<file path="config.mk">
export PLATFORM = sky130hd
export DESIGN_NAME = gf_mul_inv_unit
export DESIGN_NICKNAME = d
export VERILOG_FILES = /design/src/rtl/gf_mul_inv_unit.sv
export SDC_FILE = /design/constraint.sdc
export NUM_CORES = 1
export LEC_CHECK = 0
export ABC_AREA = 1
export CAP_MARGIN = 10
export CORE_MARGIN = 2
export CORE_UTILIZATION = 45
export DETAILED_ROUTE_END_ITERATION = 10
export HOLD_SLACK_MARGIN = 0.06
export SYNTH_ARGS = -nofsm -noshare
export SYNTH_HDL_FRONTEND = slang
export SYNTH_SLANG_ARGS = --single-unit
</file>
<file path="constraint.sdc">
create_clock -name clk -period 3.4 [get_ports clk]
set_input_delay 0.85 -clock clk [delete_from_list [all_inputs] [get_ports clk]]
set_output_delay 0.85 -clock clk [all_outputs]
set_load 0.01 [all_outputs]
</file>
<file path="src/rtl/gf_mul_inv_unit.sv">
// ============================================================================
//  Module      : gf_mul_inv_unit
//  Description : Multi-lane GF(2^M) arithmetic unit. Each transaction carries
//                LANES independent operand pairs and one shared operation:
//                field multiplication a*b or field inversion a^-1. Inversion
//                uses the square-and-multiply chain r <- r^2 * a, run M-2
//                times from r = a, followed by a final squaring. That gives
//                a^(2^M - 2), which equals a^-1 for a != 0 and 0 for a = 0.
//  Revision    : 1.0 - initial release
// ----------------------------------------------------------------------------
//  Parameters
//    M      field width in bits (3..16)
//    POLY   reduction polynomial, M+1 bits, bit M and bit 0 set
//    LANES  operand pairs per transaction
//  Ports
//    clk          rising-edge clock
//    rst_n        asynchronous active-low reset
//    in_valid_i   request valid
//    in_ready_o   request accepted when high together with in_valid_i
//    in_op_i      0 = multiply, 1 = invert in_a_i
//    in_a_i       operand A, lane i at [i*M +: M]
//    in_b_i       operand B, ignored for invert
//    out_valid_o  result valid
//    out_ready_i  consumer accepts the result
//    out_data_o   result, same lane packing as the operands
//    out_op_o     operation of the presented result
//    busy_o       a transaction is in flight or awaiting consumption
// ============================================================================
`default_nettype none

module gf_mul_inv_unit #(
    parameter int unsigned   M     = 8,
    parameter logic [M:0]    POLY  = 9'h11B,
    parameter int unsigned   LANES = 4
) (
    input  logic               clk,
    input  logic               rst_n,
    input  logic               in_valid_i,
    output logic               in_ready_o,
    input  logic               in_op_i,
    input  logic [LANES*M-1:0] in_a_i,
    input  logic [LANES*M-1:0] in_b_i,
    output logic               out_valid_o,
    input  logic               out_ready_i,
    output logic [LANES*M-1:0] out_data_o,
    output logic               out_op_o,
    output logic               busy_o
);

    localparam int unsigned CNT_W = $clog2(M);

    typedef enum logic [2:0] {
        ST_RST  = 3'd0,
        ST_IDLE = 3'd1,
        ST_MUL  = 3'd2,
        ST_INV  = 3'd3,
        ST_SQ   = 3'd4,
        ST_DONE = 3'd5
    } state_t;

    state_t             state_q;
    logic [CNT_W-1:0]   cnt_q;
    logic [LANES*M-1:0] a_q;
    logic [LANES*M-1:0] b_q;
    logic [LANES*M-1:0] r_q;
    logic [LANES*M-1:0] res_q;
    logic               op_q;
    logic               out_op_q;
    logic               in_ready_q;
    logic               out_valid_q;
    logic               busy_q;

    logic [LANES*M-1:0] mul_d;
    logic [LANES*M-1:0] step_d;
    logic [LANES*M-1:0] sq_d;

    // Carry-less shift-and-add multiply; the shifted multiplicand is reduced
    // by POLY every step so no intermediate ever exceeds M bits.
    function automatic logic [M-1:0] gf_mul(input logic [M-1:0] x,
                                            input logic [M-1:0] y);
        logic [M-1:0] acc;
        logic [M-1:0] sh;
        acc = '0;
        sh  = x;
        for (int k = 0; k < int'(M); k++) begin
            if (y[k]) begin
                acc = acc ^ sh;
            end
            sh = {sh[M-2:0], 1'b0} ^ (sh[M-1] ? POLY[M-1:0] : {M{1'b0}});
        end
        return acc;
    endfunction

    for (genvar g = 0; g < int'(LANES); g++) begin : g_lane
        logic [M-1:0] a_l;
        logic [M-1:0] b_l;
        logic [M-1:0] r_l;
        logic [M-1:0] sq_l;

        assign a_l = a_q[g*M +: M];
        assign b_l = b_q[g*M +: M];
        assign r_l = r_q[g*M +: M];

        assign sq_l                = gf_mul(r_l, r_l);
        assign mul_d[g*M +: M]     = gf_mul(a_l, b_l);
        assign sq_d[g*M +: M]      = sq_l;
        assign step_d[g*M +: M]    = gf_mul(sq_l, a_l);
    end

    // Handshake/status flags are registered and updated together with the
    // state so they always reflect the state being entered.
    always_ff @(posedge clk or negedge rst_n) begin
        if (!rst_n) begin
            state_q     <= ST_RST;
            cnt_q       <= '0;
            a_q         <= '0;
            b_q         <= '0;
            r_q         <= '0;
            res_q       <= '0;
            op_q        <= 1'b0;
            out_op_q    <= 1'b0;
            in_ready_q  <= 1'b0;
            out_valid_q <= 1'b0;
            busy_q      <= 1'b0;
        end else begin
            case (state_q)
                ST_RST: begin
                    state_q    <= ST_IDLE;
                    in_ready_q <= 1'b1;
                end
                ST_IDLE: begin
                    if (in_valid_i) begin
                        a_q        <= in_a_i;
                        b_q        <= in_b_i;
                        op_q       <= in_op_i;
                        in_ready_q <= 1'b0;
                        busy_q     <= 1'b1;
                        if (in_op_i) begin
                            r_q     <= in_a_i;
                            cnt_q   <= CNT_W'(M - 2);
                            state_q <= ST_INV;
                        end else begin
                            state_q <= ST_MUL;
                        end
                    end
                end
                ST_MUL: begin
                    res_q       <= mul_d;
                    out_op_q    <= op_q;
                    out_valid_q <= 1'b1;
                    state_q     <= ST_DONE;
                end
                ST_INV: begin
                    r_q   <= step_d;
                    cnt_q <= cnt_q - CNT_W'(1);
                    if (cnt_q == CNT_W'(1)) begin
                        state_q <= ST_SQ;
                    end
                end
                ST_SQ: begin
                    res_q       <= sq_d;
                    out_op_q    <= op_q;
                    out_valid_q <= 1'b1;
                    state_q     <= ST_DONE;
                end
                ST_DONE: begin
                    if (out_ready_i) begin
                        out_valid_q <= 1'b0;
                        busy_q      <= 1'b0;
                        in_ready_q  <= 1'b1;
                        state_q     <= ST_IDLE;
                    end
                end
                default: begin
                    state_q     <= ST_RST;
                    in_ready_q  <= 1'b0;
                    out_valid_q <= 1'b0;
                    busy_q      <= 1'b0;
                end
            endcase
        end
    end

    assign in_ready_o  = in_ready_q;
    assign out_valid_o = out_valid_q;
    assign out_data_o  = res_q;
    assign out_op_o    = out_op_q;
    assign busy_o      = busy_q;

endmodule

`default_nettype wire

</file>
* Word-level counts from Yosys, hierarchy flattened *
Cells that the tools add are included.

storage, ports and cells
  input bits = 69
  logic and storage cells = 405
  output and inout bits = 36
  register bits after elaboration = 139

cells by class
  add/sub/neg operators = 1
  bitwise gates (word level) = 171
  equal/unequal tests = 10
  mux-type cells = 199
  reductions and logical operators = 13

operators by type and width
  cell                                                 count
  2-to-1 mux 8 bit                                     96
  bitwise XOR 8 x 5 -> 8 bit                           84
  bitwise XOR 8 bit                                    84
  2-to-1 mux 5 bit                                     84
  case mux 32 bit (2 select lines)                     2
  2-to-1 mux 32 bit                                    2
  2-to-1 mux 3 bit                                     5
  case mux 3 bit (5 select lines)                      1
  AND reduction 3 bit                                  4
  != test 2 bit, second input constant                 4
  equality test 3 x 1 -> 1 bit, second input constant  2
  equality test 3 x 2 -> 1 bit, second input constant  2
  equality test 3 bit, second input constant           2
  case mux 1 bit (3 select lines)                      2
  case mux 3 bit (2 select lines)                      1
  OR reduction 3 bit                                   2
  2-to-1 mux 1 bit                                     5
  case mux 1 bit (4 select lines)                      1
  AND reduction 2 bit                                  2
  nonzero test 2 bit                                   2
  OR reduction 4 bit                                   1
  zero test 3 bit                                      1
  NOT 1 bit                                            3
  subtractor 3 x 1 -> 3 bit, second input constant     1
  OR reduction 2 bit                                   1

* Logic depth before layout (Yosys ltp) *
  depth in word-level cells = 33
  gate-level depth with buffers = 32

* Worst setup path before layout *
Ideal clock, no wire load.

  path type = register to register
  start point = register r_q[24]
  end point = register r_q[31]
  arrival = 2728 ps
  buffers on the path = 0
  path slack = 555 ps
  data required time = 3284 ps
  stages on the path, launching flop included = 25
  cell sequence = dfrtp_1 -> ha_1 -> inv_1 -> nand2_1 -> nand2_1 -> nand2_1 -> nand2_1 -> nand2_1 -> inv_1 -> nand2_1 -> nand3b_1 -> nand2_2 -> inv_1 -> nand2_2 -> nand2_1 -> nand2_1 -> nand2_2 -> nand2_1 -> xor2_1 -> inv_1 -> or2_1 -> nand3_1 -> nand3_1 -> nand2_1 -> nand2_1

on the way
  cells in the longest elaborated chain, start to end = 31

RTL lines
  what                                  line  RTL
  from (decl)                           65    logic [LANES*M-1:0] r_q;
  from (signal assigned)                139   r_q <= in_a_i;
  from (signal assigned)                154   r_q <= step_d;
  2-to-1 mux 8 bit                      86    if (y[k]) begin
  bitwise XOR 8 bit                     87    acc = acc ^ sh;
  2-to-1 mux 8 bit                      86
  bitwise XOR 8 bit                     87
  2-to-1 mux 8 bit                      86
  bitwise XOR 8 bit                     87
  2-to-1 mux 8 bit                      86
  bitwise XOR 8 bit                     87
  (+15 left out)                        --
  2-to-1 mux 8 bit                      86
  bitwise XOR 8 bit                     87
  2-to-1 mux 8 bit                      86
  bitwise XOR 8 bit                     87
  2-to-1 mux 8 bit                      86
  bitwise XOR 8 bit                     87
  2-to-1 mux 8 bit (*)                  86
  case mux 32 bit (2 select lines) (*)  126   case (state_q)

Mark *: on every way between the ends. The rest lies on a longest branch, timed or not.
A chain may end at the register's enable or synchronous reset.

* Worst setup path after layout *
  start point = register r_q[23]
  end point = register r_q[22]

on the way
  cells in the longest elaborated chain, start to end = 31

RTL lines
  what                                                             line    RTL
  2-to-1 mux 5 bit                                                 89      sh = {sh[M-2:0], 1'b0} ^ (sh[M-1] ? POLY[M-1:0] : {M{1'b0}});
  bitwise XOR 8 x 5 -> 8 bit                                       89
  bitwise XOR 8 x 5 -> 8 bit or bitwise XOR 8 bit (tied branches)  89, 87
  bitwise XOR 8 bit or 2-to-1 mux 8 bit (tied branches)            87, 86
  2-to-1 mux 8 bit or bitwise XOR 8 bit (tied branches)            86, 87
  bitwise XOR 8 bit or 2-to-1 mux 8 bit (tied branches)            87, 86
  2-to-1 mux 8 bit or bitwise XOR 8 bit (tied branches)            86, 87
  bitwise XOR 8 bit or 2-to-1 mux 8 bit (tied branches)            87, 86
  (+15 left out)                                                   --
  2-to-1 mux 8 bit                                                 86
  bitwise XOR 8 bit                                                87
  2-to-1 mux 8 bit                                                 86
  bitwise XOR 8 bit                                                87
  2-to-1 mux 8 bit                                                 86
  bitwise XOR 8 bit                                                87
  2-to-1 mux 8 bit (*)                                             86
  case mux 32 bit (2 select lines) (*)                             126

Marks and branches as above.

==> out/qor.yml <==
outcome: "finished, final reports clean"
synthArstFlopShare_pct: 100
synthSimpleGateAreaFrac_pct: 51.3
die_x_um: 223
clockBufferDepth: 2
synthesis.area_mm2: 0.0215
start_kind: "flip-flop"
core_mm2: 0.0474
worstReg2RegStart: "r_q[23]"
drt.antenna.violating_nets: 0
synth_edf_count: 0
final-setup-viol-count: 0
cts_tree: "yes"
gp_congestion: 0.968
num_antenna_cells: 0
first_iter_violations: 2056
synth_compound_area_share_pct: 5.32
final_cells: 4776
holdCritPathClass: "primary input to async pin"
final-hold-violation-count: 0
vias: 24400
yosysTopAreaCellShare_pct: 30.8
dp_hpwl_um: 56300
end_kind: "flip-flop"
clkSlewWorstSetupHoldPaths_ns: 0.06
finClkSkew_ns: 0.0163
yosys.area.top_type: "nand2_1"
grt_max_degree: 75
ios: 105
cts_buffers: 17
netlist_instances: 3934
synth_commonest_cells: "1768 x nand2_1, 418 x nand3_1, 373 x inv_1"
synth_top_family_by_area: "simple AND/OR/NAND/NOR gates"
drive_above_1_share_pct: 13.8
min_period_over_period_pct: 94.1
yosysWarnings: 0
fmax_ghz: 0.313
cts_htree_levels: 4
fin_ws_ns: 0.202
wl_per_cell_um: 15.5
via_per_inst: 5.11
finalMaxSlewViolations: 0
rrSetupSlack_ns: 0.20
wl_um: 73900
critPathMaxFanout: 6
cts-root-buf: "clkbuf_16"
dpl_worst_slack_ns: 0.0216
area_growth_pct: 20.3
synth_fa_ha_area_share_pct: 0.349
multi_input_area_mm2: 0.0166
die_area_mm2: 0.0496
rsz0062_at_grt: "yes"
initial_core_util_pct: 45.4
grt-ovfl-total: 0
synthMuxAreaShare_pct: 0
max_cap_violations: 0
grt_pass1_wl_um: 117000
antenna_found_initial: 1
grt_pass1_vias: 22200
synth_seq_area_share_pct: 16.2
synthDistinctLibCells: 44
worstPathRequired_ns: 3.78
synth-xor-area-share_pct: 16.5
dr.pass1.iters: 6
yosys_register_bits: 139
relSlewSlack_pct: 38.8
cts_sinks: 139
worstSetupEndpoint: "r_q[22]"
synthTopCellsByArea: "nand2_1 31%, dfrtp_1 16%, xor2_1 9.8%"
synthesis.nets: 4009
seqCellArea_mm2: 0.00350
nNetsFinal: 4226
hold-worst-slack_ns: 0.307
postSynthAreaPerCell_um2: 5.47
io_buffers: 104
arrival_ns: 3.57
yosysMostFrequentCell: "nand2_1"
nFillCells: 5047
track_usage_pct: 29.3
clk_latency_ns: 0.50
ys.flop_type: "dfrtp_1"
dp_cells: 4706
worst-slew-pin-transition_ns: 0.917
timing.rr.end: "r_q[22]"
rows: 80
die_h_um: 223
r2r_cells: 25
crit_type: "flip-flop to flip-flop"
period_needed_ns: 3.20
drc: 0
startpoint: "r_q[23]"
## sequential cells by signal (all words and copies together), names as in the netlist
name	cells
out_op_o	1
in_ready_o	1
state_q	3
out_data_o	32
busy_o	1
op_q	1
cnt_q	3
b_q	32
r_q	32
out_valid_o	1
a_q	32
## area by class of cell
type                    instances  area share [%]
multi-input cells            3252            64.2
flip-flops and latches        139            13.5
repair buffers                315            10.6
inverters                     426            6.26
well taps                     615            2.97
clock buffers                  19            1.75
clock inverters                10           0.734
## worst min-delay path by stage
stage                     startpoint        endpoint  slack, ns  cells past startpoint
after floorplan                 op_q            op_q       0.44                      2
after global placement          op_q            op_q       0.46                      2
after detailed placement        op_q            op_q       0.47                      2
after CTS                      rst_n         r_q[21]       0.31                      1
after global routing           rst_n  out_data_o[21]       0.34                      1
final                          rst_n         b_q[18]       0.31                      1
## cells by family after synthesis
| group | after synthesis |
|---|---|
| compound gates | 202 |
| simple gates | 2641 |
| buf+inv | 548 |
| flops | 139 |
| fa+ha+maj | 6 |
| xor+xnor | 398 |
## critical path, cell delays in order, from the launching register on
cell and delay [ns]:
dfrtp_2 0.45, ha_4 0.29, inv_1 0.06, nand2_1 0.09, nand2_2 0.08, nand2_2 0.10, nand2_4 0.09, nand2_2 0.10
xor2_2 0.17, nand3_1 0.16, nand3_2 0.11, nand2_2 0.10, nand2_1 0.09, nand2_2 0.08, inv_2 0.07, nand2_1 0.10
nand2_2 0.10, nand2_1 0.08, nand2_2 0.08, nand2_1 0.09, xor2_2 0.17, inv_1 0.06, nand2_1 0.06, nand3_1 0.13
nand2_1 0.15, nand2_1 0.06
## per-layer routing
metal / part of all wire, % / GRT usage (%) / up-vias / wire [um]
met4: 2.3 / 8.90 / 2 / 1670
met5: 0.011 / 0 / - / 8
met3: 6.5 / 4.51 / 110 / 4820
met2: 45 / 47.1 / 704 / 33000
met1: 47 / 40.3 / 11000 / 34400
li1: - / - / 12600 / -
## per-stage QoR
stage	TNS (ns)	area (um^2)	util, %
2_1_floorplan	0	21500	-
3_3_place_gp	0	24100	50.8
3_5_place_dp	0	24100	50.8
4_1_cts	0	24800	52.2
5_1_grt	-0.272	25900	54.6
6_report	0	25900	54.6
## cell usage in the layout, fill, tap and decap left out, drive strengths merged, types with 6 or more instances in the layout
| cell | n |
|---|---|
| a21oi | 28 |
| a22oi | 8 |
| buf | 212 |
| clkbuf | 19 |
| clkdlybuf4s50 | 103 |
| clkinv | 10 |
| dfrtp | 139 |
| ha | 6 |
| inv | 421 |
| nand2 | 1865 |
| nand3 | 430 |
| nand3b | 28 |
| nand4 | 30 |
| nor2 | 283 |
| o211ai | 13 |
| o21ai | 130 |
| o221ai | 16 |
| or2 | 7 |
| xnor2 | 156 |
| xor2 | 242 |
## what timing repair did
action	4_1_cts	5_1_grt
setup buffers	0	36
hold buffers	0	0
endpoints found under the setup margin	0	32
resized for setup	0	213
Power is left out: the tool's default activity adds up to more than one toggle a clock period on the data nets, which glitch-free logic cannot reach.
